### src/rtl/block_manager.sv
// block_manager: level-flow sequencer and block layout / retire logic feeding color_mapper.
// Tracks the game state, loads each level's fixed block layout, and once per video
// frame scans the ten blocks against both balls, retiring any block a ball touches.
// Optional feature: define BLOCK_SCORE_EN to add an 8-bit saturating retired-block score.
module block_manager #(
    parameter int TITLE_FRAMES = 120,
    parameter int NUM_BLOCKS   = 10
) (
    input  logic       Clk,
    input  logic       Reset,
    input  logic       frame_clk,
    input  logic       start,
    input  logic [9:0] BallX       [0:1],
    input  logic [9:0] BallY       [0:1],
    input  logic [9:0] Ball_size   [0:1],
    output logic [9:0] BlockX      [0:NUM_BLOCKS-1],
    output logic [9:0] BlockY      [0:NUM_BLOCKS-1],
    output logic [9:0] Block_size  [0:NUM_BLOCKS-1],
    output logic       block_ready [0:NUM_BLOCKS-1],
    output logic       level_one,
    output logic       level_two,
`ifdef BLOCK_SCORE_EN
    output logic [7:0] score,
`endif
    output logic       game_done
);

    typedef enum logic [2:0] {
        ST_IDLE,
        ST_L1_TITLE,
        ST_L1_PLAY,
        ST_L2_TITLE,
        ST_L2_PLAY,
        ST_DONE
    } state_t;

    state_t                 state_reg;
    state_t                 state_next;
    logic [2:0]             sync_reg;
    logic                   frame_tick_reg;
    logic [15:0]            title_cnt_reg;
    logic                   scan_active_reg;
    logic [3:0]             scan_idx_reg;
    logic                   level_check_reg;
    logic                   play_entry_reg;
    logic [NUM_BLOCKS-1:0]  ready_reg;
    logic [9:0]             block_x_reg [0:NUM_BLOCKS-1];
    logic [9:0]             block_y_reg [0:NUM_BLOCKS-1];
    logic [9:0]             block_s_reg [0:NUM_BLOCKS-1];

    logic                   in_title;
    logic                   in_play;
    logic                   enter_l1;
    logic                   enter_l2;
    logic                   enter_play;
    logic                   retire;
    logic [1:0]             ball_hit;
    logic [10:0]            blk_x;
    logic [10:0]            blk_y;
    logic [10:0]            blk_s;

    genvar gi;

    assign in_title   = (state_reg == ST_L1_TITLE) || (state_reg == ST_L2_TITLE);
    assign in_play    = (state_reg == ST_L1_PLAY)  || (state_reg == ST_L2_PLAY);
    assign enter_l1   = (state_next == ST_L1_TITLE) && (state_reg != ST_L1_TITLE);
    assign enter_l2   = (state_next == ST_L2_TITLE) && (state_reg != ST_L2_TITLE);
    assign enter_play = ((state_next == ST_L1_PLAY) && (state_reg == ST_L1_TITLE)) ||
                        ((state_next == ST_L2_PLAY) && (state_reg == ST_L2_TITLE));

    // Bring vsync into the Clk domain and register a single-cycle rising-edge tick.
    always_ff @(posedge Clk) begin
        if (Reset) begin
            sync_reg       <= 3'b000;
            frame_tick_reg <= 1'b0;
        end else begin
            sync_reg       <= {sync_reg[1:0], frame_clk};
            frame_tick_reg <= sync_reg[1] & ~sync_reg[2];
        end
    end

    // State register.
    always_ff @(posedge Clk) begin
        if (Reset) begin
            state_reg <= ST_IDLE;
        end else begin
            state_reg <= state_next;
        end
    end

    // Next-state logic: titles run for TITLE_FRAMES ticks, plays end after a scan leaves no live block.
    always_comb begin
        state_next = state_reg;
        case (state_reg)
            ST_IDLE, ST_DONE: begin
                if (start) state_next = ST_L1_TITLE;
            end
            ST_L1_TITLE: begin
                if (frame_tick_reg && (title_cnt_reg == 16'(TITLE_FRAMES - 1))) state_next = ST_L1_PLAY;
            end
            ST_L1_PLAY: begin
                if (level_check_reg && (ready_reg == '0)) state_next = ST_L2_TITLE;
            end
            ST_L2_TITLE: begin
                if (frame_tick_reg && (title_cnt_reg == 16'(TITLE_FRAMES - 1))) state_next = ST_L2_PLAY;
            end
            ST_L2_PLAY: begin
                if (level_check_reg && (ready_reg == '0)) state_next = ST_DONE;
            end
            default: state_next = ST_IDLE;
        endcase
    end

    // Flag outputs decoded straight from the state.
    always_comb begin
        level_one = 1'b0;
        level_two = 1'b0;
        game_done = 1'b0;
        case (state_reg)
            ST_L1_TITLE: level_one = 1'b1;
            ST_L2_TITLE: level_two = 1'b1;
            ST_DONE:     game_done = 1'b1;
            default: ;
        endcase
    end

    // Title frame counter, restarted on entry to either title state.
    always_ff @(posedge Clk) begin
        if (Reset) begin
            title_cnt_reg <= '0;
        end else if (enter_l1 || enter_l2) begin
            title_cnt_reg <= '0;
        end else if (in_title && frame_tick_reg) begin
            title_cnt_reg <= title_cnt_reg + 16'd1;
        end
    end

    // Scan sequencer: a tick in PLAY walks blocks 0..9, then flags the level-clear check.
    always_ff @(posedge Clk) begin
        if (Reset) begin
            scan_active_reg <= 1'b0;
            scan_idx_reg    <= '0;
            level_check_reg <= 1'b0;
            play_entry_reg  <= 1'b0;
        end else begin
            level_check_reg <= 1'b0;
            play_entry_reg  <= enter_play;
            if (!in_play) begin
                scan_active_reg <= 1'b0;
                scan_idx_reg    <= '0;
            end else if (scan_active_reg) begin
                if (scan_idx_reg == 4'(NUM_BLOCKS - 1)) begin
                    scan_active_reg <= 1'b0;
                    scan_idx_reg    <= '0;
                    level_check_reg <= 1'b1;
                end else begin
                    scan_idx_reg <= scan_idx_reg + 4'd1;
                end
            end else if (frame_tick_reg) begin
                scan_active_reg <= 1'b1;
                scan_idx_reg    <= '0;
            end
        end
    end

    assign blk_x = {1'b0, block_x_reg[scan_idx_reg]};
    assign blk_y = {1'b0, block_y_reg[scan_idx_reg]};
    assign blk_s = {1'b0, block_s_reg[scan_idx_reg]};

    // Overlap test of the block under scan against each ball, widened to avoid any subtraction.
    generate
        for (gi = 0; gi < 2; gi++) begin : g_ball
            logic [10:0] bx;
            logic [10:0] by;
            logic [10:0] br;
            assign bx = {1'b0, BallX[gi]};
            assign by = {1'b0, BallY[gi]};
            assign br = {1'b0, Ball_size[gi]};
            assign ball_hit[gi] = (bx + br >= blk_x) && (bx <= blk_x + blk_s + br) &&
                                  (by + br >= blk_y) && (by <= blk_y + blk_s + br);
        end
    endgenerate

    assign retire = in_play && scan_active_reg && ready_reg[scan_idx_reg] && (|ball_hit);

    // Layout load on title entry, all blocks live one cycle into PLAY, retire hit blocks during scan.
    always_ff @(posedge Clk) begin
        if (Reset) begin
            ready_reg <= '0;
            for (int i = 0; i < NUM_BLOCKS; i++) begin
                block_x_reg[i] <= '0;
                block_y_reg[i] <= '0;
                block_s_reg[i] <= '0;
            end
        end else if (enter_l1) begin
            ready_reg <= '0;
            for (int i = 0; i < NUM_BLOCKS; i++) begin
                block_x_reg[i] <= 10'(40 + 60 * i);
                block_y_reg[i] <= 10'd200;
                block_s_reg[i] <= 10'd16;
            end
        end else if (enter_l2) begin
            ready_reg <= '0;
            for (int i = 0; i < NUM_BLOCKS; i++) begin
                block_x_reg[i] <= (i < 5) ? 10'(80 + 100 * i) : 10'(80 + 100 * (i - 5));
                block_y_reg[i] <= (i < 5) ? 10'd150 : 10'd300;
                block_s_reg[i] <= 10'd12;
            end
        end else if (play_entry_reg) begin
            ready_reg <= '1;
        end else if (retire) begin
            ready_reg[scan_idx_reg] <= 1'b0;
        end
    end

    generate
        for (gi = 0; gi < NUM_BLOCKS; gi++) begin : g_out
            assign BlockX[gi]      = block_x_reg[gi];
            assign BlockY[gi]      = block_y_reg[gi];
            assign Block_size[gi]  = block_s_reg[gi];
            assign block_ready[gi] = ready_reg[gi];
        end
    endgenerate

`ifdef BLOCK_SCORE_EN
    logic [7:0] score_reg;

    // Retired-block score: cleared on a new game, saturating at 255, kept across levels.
    always_ff @(posedge Clk) begin
        if (Reset) begin
            score_reg <= '0;
        end else if (enter_l1) begin
            score_reg <= '0;
        end else if (retire && (score_reg != 8'hFF)) begin
            score_reg <= score_reg + 8'd1;
        end
    end

    assign score = score_reg;
`endif

endmodule
### config.mk
export PLATFORM = sky130hd
export DESIGN_NAME = block_manager
export DESIGN_NICKNAME = d
export VERILOG_FILES = /design/src/rtl/block_manager.sv
export SDC_FILE = /design/constraint.sdc
export NUM_CORES = 1
export LEC_CHECK = 0
export BUFFER_PORTS_ARGS = -buffer_cell sky130_fd_sc_hd__buf_2
export CAP_MARGIN = 20
export CORE_MARGIN = 4
export CORE_UTILIZATION = 51
export DETAILED_ROUTE_END_ITERATION = 7
export PLACE_DENSITY = 0.86
export SKIP_LAST_GASP = 1
export SLEW_MARGIN = 30
export SYNTH_ARGS = -nofsm -noshare
export SYNTH_HDL_FRONTEND = slang
export SYNTH_SLANG_ARGS = --single-unit
### constraint.sdc
create_clock -name Clk -period 6.14 [get_ports Clk]
set_input_delay 1.228 -clock Clk [delete_from_list [all_inputs] [get_ports Clk]]
set_output_delay 1.228 -clock Clk [all_outputs]
set_load 0.02 [all_outputs]
# Yosys cells after proc, flatten, opt, wreduce, memory -nomap -nowiden
# Memory sizes are Yosys's and may differ from the RTL's. A register that Yosys moved wholly into a read port is not among the register bits.
# Index checks and enable logic that the tools add are counted.
# op_classes
addsub	12
mul	0
n_div	0
n_lt_le_gt_ge	10
eq_ne	13
n_shift	0
mux	97
bitwise_logic	66
n_reduce_logical	31
# ops
op	count
two-way mux 8 bit	40
two-way mux 3 bit	25
adder 10 x 10 -> 11 bit	6
bitwise OR 1 bit	60
adder 11 x 10 -> 11 bit	4
greater-or-equal comparator 11 x 10 -> 1 bit	4
<= comparator 10 x 11 -> 1 bit	4
two-way mux 4 bit	9
two-way mux 10 bit	2
two-way mux 1 bit	18
logical AND 1 bit	17
adder 16 x 1 -> 16 bit (second input constant)	1
equality test 16 x 7 -> 1 bit (second input constant)	1
case mux 3 bit (5 select lines)	1
equality test 3 x 2 -> 1 bit (second input constant)	4
bitwise AND 10 bit	1
zero test 10 bit	1
inverter 10 bit	1
equality test 3 bit (second input constant)	3
OR reduction 2 bit	4
equality test 3 x 1 -> 1 bit (second input constant)	2
OR reduction 3 bit	2
less-than comparator 4 x 5 -> 1 bit (second input constant)	1
adder 4 x 1 -> 4 bit (second input constant)	1
other kinds (11)	17
# word_totals
reg_bits	40
latchBits	0
ramBits	190
rom_bits	0
inputBits	64
n_memories	3
# mem_list
name	depth	width	read_ports	rd_clocked_by_memory_dff	write_ports	line	rtl
block_x_reg	10	8	11	1	10	47	logic [9:0] block_x_reg [0:NUM_BLOCKS-1];
block_y_reg	10	8	11	1	10	48	logic [9:0] block_y_reg [0:NUM_BLOCKS-1];
block_s_reg	10	3	11	1	10	49	logic [9:0] block_s_reg [0:NUM_BLOCKS-1];

# Depth between registers and ports, before layout
# Gate-level depths: netlist of run 1.
# depth
word_depth	11
mapped_depth	28
ltp_nobuf	26

# Worst setup path before layout of run 1
# OpenSTA, ideal clock, no wires.
# synth_path
kind	flip-flop to flip-flop
start	mem block_y_reg[1][3] in the netlist's numbering
end	reg ready_reg[4]
setup_ns	0.119
arrival_ns	5.295
required_time_ns	6.021
setup_slack_ns	0.726
stages_incl_launch_ff	23
period_less_slack_ns	5.414
path_cell_list	edfxtp_1 > buf_2 > and3_1 > mux4_2 > ha_1 > inv_1 > fa_1 > inv_1 > ha_1 > a21o_1 > a21oi_1 > o21ai_0 > a21o_1 > a21oi_1 > xor2_1 > ha_1 > and3_1 > nand3_1 > o22ai_1 > a31oi_1 > a221o_2 > and2_4 > o221a_2
# synth_lines
item	line	rtl
from (decl)	48	
to (signal assigned)	189	ready_reg <= '0;
to (signal assigned)	196	ready_reg <= '0;
to (signal assigned)	203	ready_reg <= '0;
to (decl)	46	logic [NUM_BLOCKS-1:0] ready_reg;

==> results.sh, run 1 <==
export IMPL_status="finished clean"
export IMPL_ant_nets=0
export IMPL_hold_viol=0
export IMPL_power_leakage_nw=4.96
export IMPL_worst_slew_pin_slew_ps=830
export IMPL_crit_path_end_kind="flop"
export IMPL_place_congestion=0.995
export IMPL_numClockSinks=52
export IMPL_drive_above_1_share_pct=20.1
export IMPL_ctsHoldBuffers=0
export IMPL_clock_fmax_ghz=0.174
export IMPL_clock_path_buffers=2
export IMPL_synth_distinct_cells=66
export IMPL_cts_tree="built"
export IMPL_setup_tns_ps=0
export IMPL_relSlewSlack_pct=44.6
export IMPL_vdd_drop_max_v=0.000228
export IMPL_ioPinCount=377
export IMPL_grt_ovfl_total=0
export IMPL_avgSynthCellArea_um2=7.98
export IMPL_syn_to_final_growth_pct=-1.10
export IMPL_setup_ws_ps=399
export IMPL_clock_latency_ps=280
export IMPL_cts_buffers=5
export IMPL_layoutNonFillerInstCount=1522
export IMPL_via_per_inst=5.26
export IMPL_num_vias=8009
export IMPL_grt_start_max_net_pins=46
export IMPL_die_area_um2=21200
export IMPL_nNetsFinal=1516
export IMPL_hold_class="reg2reg"
export IMPL_p_per_area_nw_per_um2=173
export IMPL_htree_levels=2
export IMPL_grt_pass1_vias=7530
export IMPL_start_util_pct=51.8
export IMPL_postCtsSetupBuffers=0
export IMPL_core_area_um2=18600
export IMPL_num_rows=50
export IMPL_yosys_register_bits=52
export IMPL_antenna_found_initial=0
export IMPL_ctsRootBufferMaster="clkbuf_16"
export IMPL_grt_usage_pct=20.2
export IMPL_die_h_um=146
export IMPL_ys_flop_type="dfxtp_1"
export IMPL_report_final_slew_viol_count=0
export IMPL_critPathRequiredTime_ps=6320
export IMPL_clkTransAtPathRegs_ps=70
export IMPL_min_period_ps=5740
export IMPL_drc_errors=0
export IMPL_synth_area_um2=9660
export IMPL_die_w_um=146
export IMPL_io_buffers=221
export IMPL_arrival_ps=5920
export IMPL_grt_pass1_wl_um=36400
export IMPL_cp_start_kind="flop"
export IMPL_syn_inst=1210
export IMPL_seq_area_frac_synth_pct=11.5
export IMPL_fin_skew_ps=2.83
export IMPL_setup_violations=0
export IMPL_ctsResizeCount=0
export IMPL_largest_reg_flops=16
export IMPL_dr_pass1_iters=5
export IMPL_async_flop_share_pct=0
export IMPL_post_drt_wl_per_cell_um=15.2
export IMPL_routed_wl_um=23200
export IMPL_crit_type="reg2reg"
export IMPL_hpwl_um=19300
export IMPL_cap_violations=0
export IMPL_yosysWarnings=0
export IMPL_cp_max_fo=20
export IMPL_pre_cts_ws_ps=461
export IMPL_drt_initial_drc_count=423
export IMPL_grt_setup_unrepaired="false"
export IMPL_fin_crit_sh_pct=93.5
export IMPL_n_antenna_cell=0
export IMPL_post_place_cells=1514
export IMPL_synth_edf_count=7
[area by class of cell]
class,count,area [um2]
fill,1767,9090
multi-input combinational,951,6650
timing repair buffer,229,1170
sequential,52,1110
tap,234,293
inverter,48,180
clock buffer,6,139
clock inverter,2,12.5
[report_power, final]
part | switching [mW] | total [mW] | internal [mW]
clock network | 0.117 | 0.280 | 0.163
registers | 0.0105 | 0.362 | 0.351
logic | 0.636 | 1.01 | 0.378
[cell families after synthesis]
logic type / share of synthesized area (%)
compound gates: 16.1
xor+xnor: 6.80
fa+ha+maj: 22.1
buf+inv: 25.6
flops: 11.5
mux: 2.01
other cells: 0.0388
simple gates: 15.8
[stage by stage]
step | area, um2 | hold WS (ps) | power, mW | utilization (%)
after detailed placement | 9400 | 376 | 1.37 | 50.4
after global routing | 9560 | 391 | 1.78 | 51.3
after global placement | 9400 | 372 | 1.34 | 50.4
final | 9560 | 384 | 1.66 | 51.3
after CTS | 9560 | 386 | 1.65 | 51.3
after floorplan | 10200 | 367 | 1.28 | -
[synthesized netlist by cell type (11+ instances only)]
library cell | count | area share [%]
buf_4 | 294 | 23
o21ai_0 | 50 | 2.6
clkbuf_1 | 12 | 0.47
nand3_1 | 24 | 1.2
ha_1 | 155 | 20
nand4_1 | 13 | 0.84
o21a_1 | 18 | 1.4
nand2b_1 | 15 | 0.97
a21o_1 | 27 | 2.1
a21oi_1 | 72 | 3.7
nor2b_1 | 32 | 2.1
xor2_1 | 40 | 3.6
inv_1 | 48 | 1.9
xnor2_1 | 35 | 3.2
dfxtp_1 | 45 | 9.3
and3_1 | 11 | 0.71
nor3_1 | 23 | 1.2
nor2_1 | 93 | 3.6
nand2_1 | 46 | 1.8
a211oi_1 | 13 | 1.0
[worst max-delay path: stages, from the launching register on]
cell,delay [ps]
dfxtp_1,740
xnor2_1,190
nor2_1,120
nor4b_1,60
o31ai_1,670
inv_1,100
ha_1,370
a21oi_1,240
nor2_1,80
xnor2_1,350
ha_1,340
a21oi_1,120
o21ai_0,140
a21o_1,200
a21oi_1,160
xor2_1,90
ha_1,310
and3_1,160
nand3_1,90
o22ai_1,160
a31oi_1,50
a221o_2,430
and2_4,200
o221a_2,240
[metal layers]
| metal | vias to the layer above | part of all wire (%) | wire length, um | track usage, % |
|---|---|---|---|---|
| met5 | - | 0 | 0 | 0 |
| met4 | 0 | 2.7 | 633 | 6.55 |
| met3 | 49 | 8.2 | 1900 | 2.77 |
| met2 | 359 | 48 | 11100 | 34.9 |
| met1 | 3663 | 41 | 9560 | 26.1 |
| li1 | 3938 | - | - | - |
[worst paths after layout]
path,slack [ps],end,startpoint,depth (start not counted)
worst max-delay path,400,ready_reg[5]$_SDFFE_PP0P_,flop,23
worst min-delay path,380,frame_tick_reg$_SDFF_PP0_,sync_reg[2]$_SDFF_PP0_,1
worst max register to register,400,ready_reg[5]$_SDFFE_PP0P_,flop,23
worst min register to register,380,frame_tick_reg$_SDFF_PP0_,sync_reg[2]$_SDFF_PP0_,1
[layout by cell type, fill, tap and decap left out, types with 8 or more instances in the layout]
cell type and n:
a211oi_1 13, nand3_1 24, nand2b_1 15, and3_1 11
ha_1 155, a21o_1 27, xnor2_1 35, nor2b_1 32
conb_1 155, inv_1 48, o21a_1 18, xor2_1 40
buf_2 221, fa_1 10, nand2_1 46, nor2_1 93
o21ai_0 50, dfxtp_1 45, buf_4 8, nand4_1 13
nor3_1 23, a21oi_1 72
No activity file was read; power rests on OpenSTA's default activity.
==> run 2: changes to the inputs <==
Settings changed: BUFFER_PORTS_ARGS -buffer_cell sky130_fd_sc_hd__buf_2 to default, CORE_AREA from default to 4 4 143 145, CORE_MARGIN 4 to default, CORE_UTILIZATION 51 to default, DIE_AREA from default to 0 0 147 149, DONT_BUFFER_PORTS from default to 1, PLACE_DENSITY 0.86 to 0.71.
Clock period 6.14 ns to 4.6 ns, I/O delays scaled along.
==> results.sh, run 2 (synthesis gave the netlist of run 1 again) <==
export IMPL_status="finished with violations"
export IMPL_violations="setup timing"
export IMPL_hpwl_um=19300
export IMPL_critPathRequiredTime_ps=4780
export IMPL_grt_start_max_net_pins=27
export IMPL_grt_ovfl_total=0
export IMPL_drive_above_1_share_pct=18.6
export IMPL_drc_errors=0
export IMPL_clock_latency_ps=290
export IMPL_fin_skew_ps=5.29
export IMPL_ioPinCount=377
export IMPL_antenna_found_initial=0
export IMPL_htree_levels=2
export IMPL_ant_nets=0
export IMPL_core_area_um2=19200
export IMPL_clock_fmax_ghz=0.200
export IMPL_total_power_mw=2.33
export IMPL_crit_path_top_delay_cell="mux4_2"
export IMPL_nNetsFinal=1424
export IMPL_wl_met2_um=11200
export IMPL_final_util_pct=51.4
export IMPL_grt_setup_unrepaired="true"
export IMPL_relSlewSlack_pct=32.6
export IMPL_fin_crit_sh_pct=109
export IMPL_crit_type="reg2reg"
export IMPL_mostFrequentLayoutCells="conb_1 (155), ha_1 (149), buf_4 (127), nor2_1 (92), a21oi_1 (48)"
export IMPL_wl_met3_um=1440
export IMPL_vdd_drop_max_v=0.000197
export IMPL_worst_slew_pin_slew_ps=1020
export IMPL_layoutNonFillerInstCount=1461
export IMPL_die_h_um=149
export IMPL_final_common_cell="conb_1"
export IMPL_clkTransAtPathRegs_ps=70
export IMPL_arrival_ps=5180
export IMPL_setup_violations=10
export IMPL_drt_initial_drc_count=299
export IMPL_hold_viol=0
export IMPL_hold_class="reg2reg"
export IMPL_crit_path_end_kind="flop"
export IMPL_num_rows=51
export IMPL_highest_layer="met4"
export IMPL_ctsHoldBuffers=0
export IMPL_n_antenna_cell=0
export IMPL_start_util_pct=50.3
export IMPL_io_buffers=0
export IMPL_via_per_inst=5.28
export IMPL_syn_to_final_growth_pct=2.10
export IMPL_cp_max_fo=5
export IMPL_die_area_um2=21900
export IMPL_setup_ws_ps=-396
export IMPL_cts_tree="built"
export IMPL_place_congestion=0.946
export IMPL_routed_wl_um=23000
export IMPL_die_w_um=147
export IMPL_post_drt_wl_per_cell_um=15.7
export IMPL_drt_met1_wl_um=10100
export IMPL_grt_pass1_wl_um=35300
export IMPL_largest_reg_flops=16
export IMPL_cap_violations=0
export IMPL_cts_buffers=5
export IMPL_grt_usage_pct=19.4
export IMPL_post_place_cells=1439
export IMPL_num_vias=7714
export IMPL_report_final_slew_viol_count=0
export IMPL_numClockSinks=52
export IMPL_p_per_area_nw_per_um2=237
export IMPL_pre_cts_ws_ps=-511
export IMPL_grt_pass1_vias=7285
export IMPL_power_leakage_nw=4.68
export IMPL_clock_path_buffers=2
export IMPL_min_period_ps=5000
export IMPL_cp_start_kind="flop"
export IMPL_dr_pass1_iters=5
export IMPL_slowest_delay_ps=510
export IMPL_ctsRootBufferMaster="clkbuf_16"
-- run 2: cell count changes in the layout (fill, tap and decap cells not counted), moves of 5 or more --
cell     change
inv_2        +6
inv_1        -6
a21oi_2     +22
o21ai_0      -6
ha_4         +6
buf_12       +5
buf_2      -221
buf_4      +119
ha_1         -6
a21oi_1     -24
-- run 2: final timing paths --
kind	start	to	slack [ps]	cells after the start
setup / recovery	block_y_reg[1][2]$_DFFE_PP_	ready_reg[8]$_SDFFE_PP0P_	-400	25
hold / removal	sync_reg[2]$_SDFF_PP0_	frame_tick_reg$_SDFF_PP0_	380	1
setup reg to reg	block_y_reg[1][2]$_DFFE_PP_	ready_reg[8]$_SDFFE_PP0P_	-400	25
hold reg to reg	sync_reg[2]$_SDFF_PP0_	frame_tick_reg$_SDFF_PP0_	380	1
-- run 2: area by class of cell --
| cell class | count | area (um2) |
|---|---|---|
| repair buffers | 137 | 1140 |
| clock buffers | 5 | 125 |
| clock inverters | 3 | 18.8 |
| multi-input cells | 951 | 6950 |
| well taps | 265 | 332 |
| inverters | 48 | 180 |
| fillers | 1769 | 9340 |
| flip-flops and latches | 52 | 1120 |
-- run 2: repair_timing --
| action | in CTS | in global routing |
|---|---|---|
| pin swaps | 37 | 23 |
| gates resized for setup | 38 | 17 |
| setup endpoints to repair | 10 | 10 |
| setup buffers | 9 | 5 |
-- run 2: report_power, final --
group          leakage [nW]  internal, mW  total [mW]  switching (mW)
Combinational          4.16         0.608        1.49           0.885
Sequential            0.441         0.469       0.477         0.00833
Clock                0.0736         0.201       0.364           0.163
-- run 2: metal layers --
metal / up-vias / track usage (%)
li1: 3770 / -
met1: 3628 / 26.3
met2: 292 / 34.3
met3: 24 / 1.79
met4: 0 / 3.22
met5: - / 0
-- run 2: metrics by stage --
stage | instance area (um2) | setup TNS (ps) | hold slack (ps)
after floorplan | 10300 | -4320 | 367
after global placement | 9350 | -3240 | 371
after detailed placement | 9360 | -4910 | 378
after CTS | 9720 | -2180 | 387
after global routing | 9860 | -5690 | 412
final | 9860 | -3620 | 384
-- run 2: critical path, delay by kind of cell, from the launching register on --
family          cells  cell delay (ps)
compound gates      8             1370
fa+ha+maj           4              950
flops               1              450
mux                 2              760
buf+inv             4              440
simple gates        5              560
xor+xnor            2              320
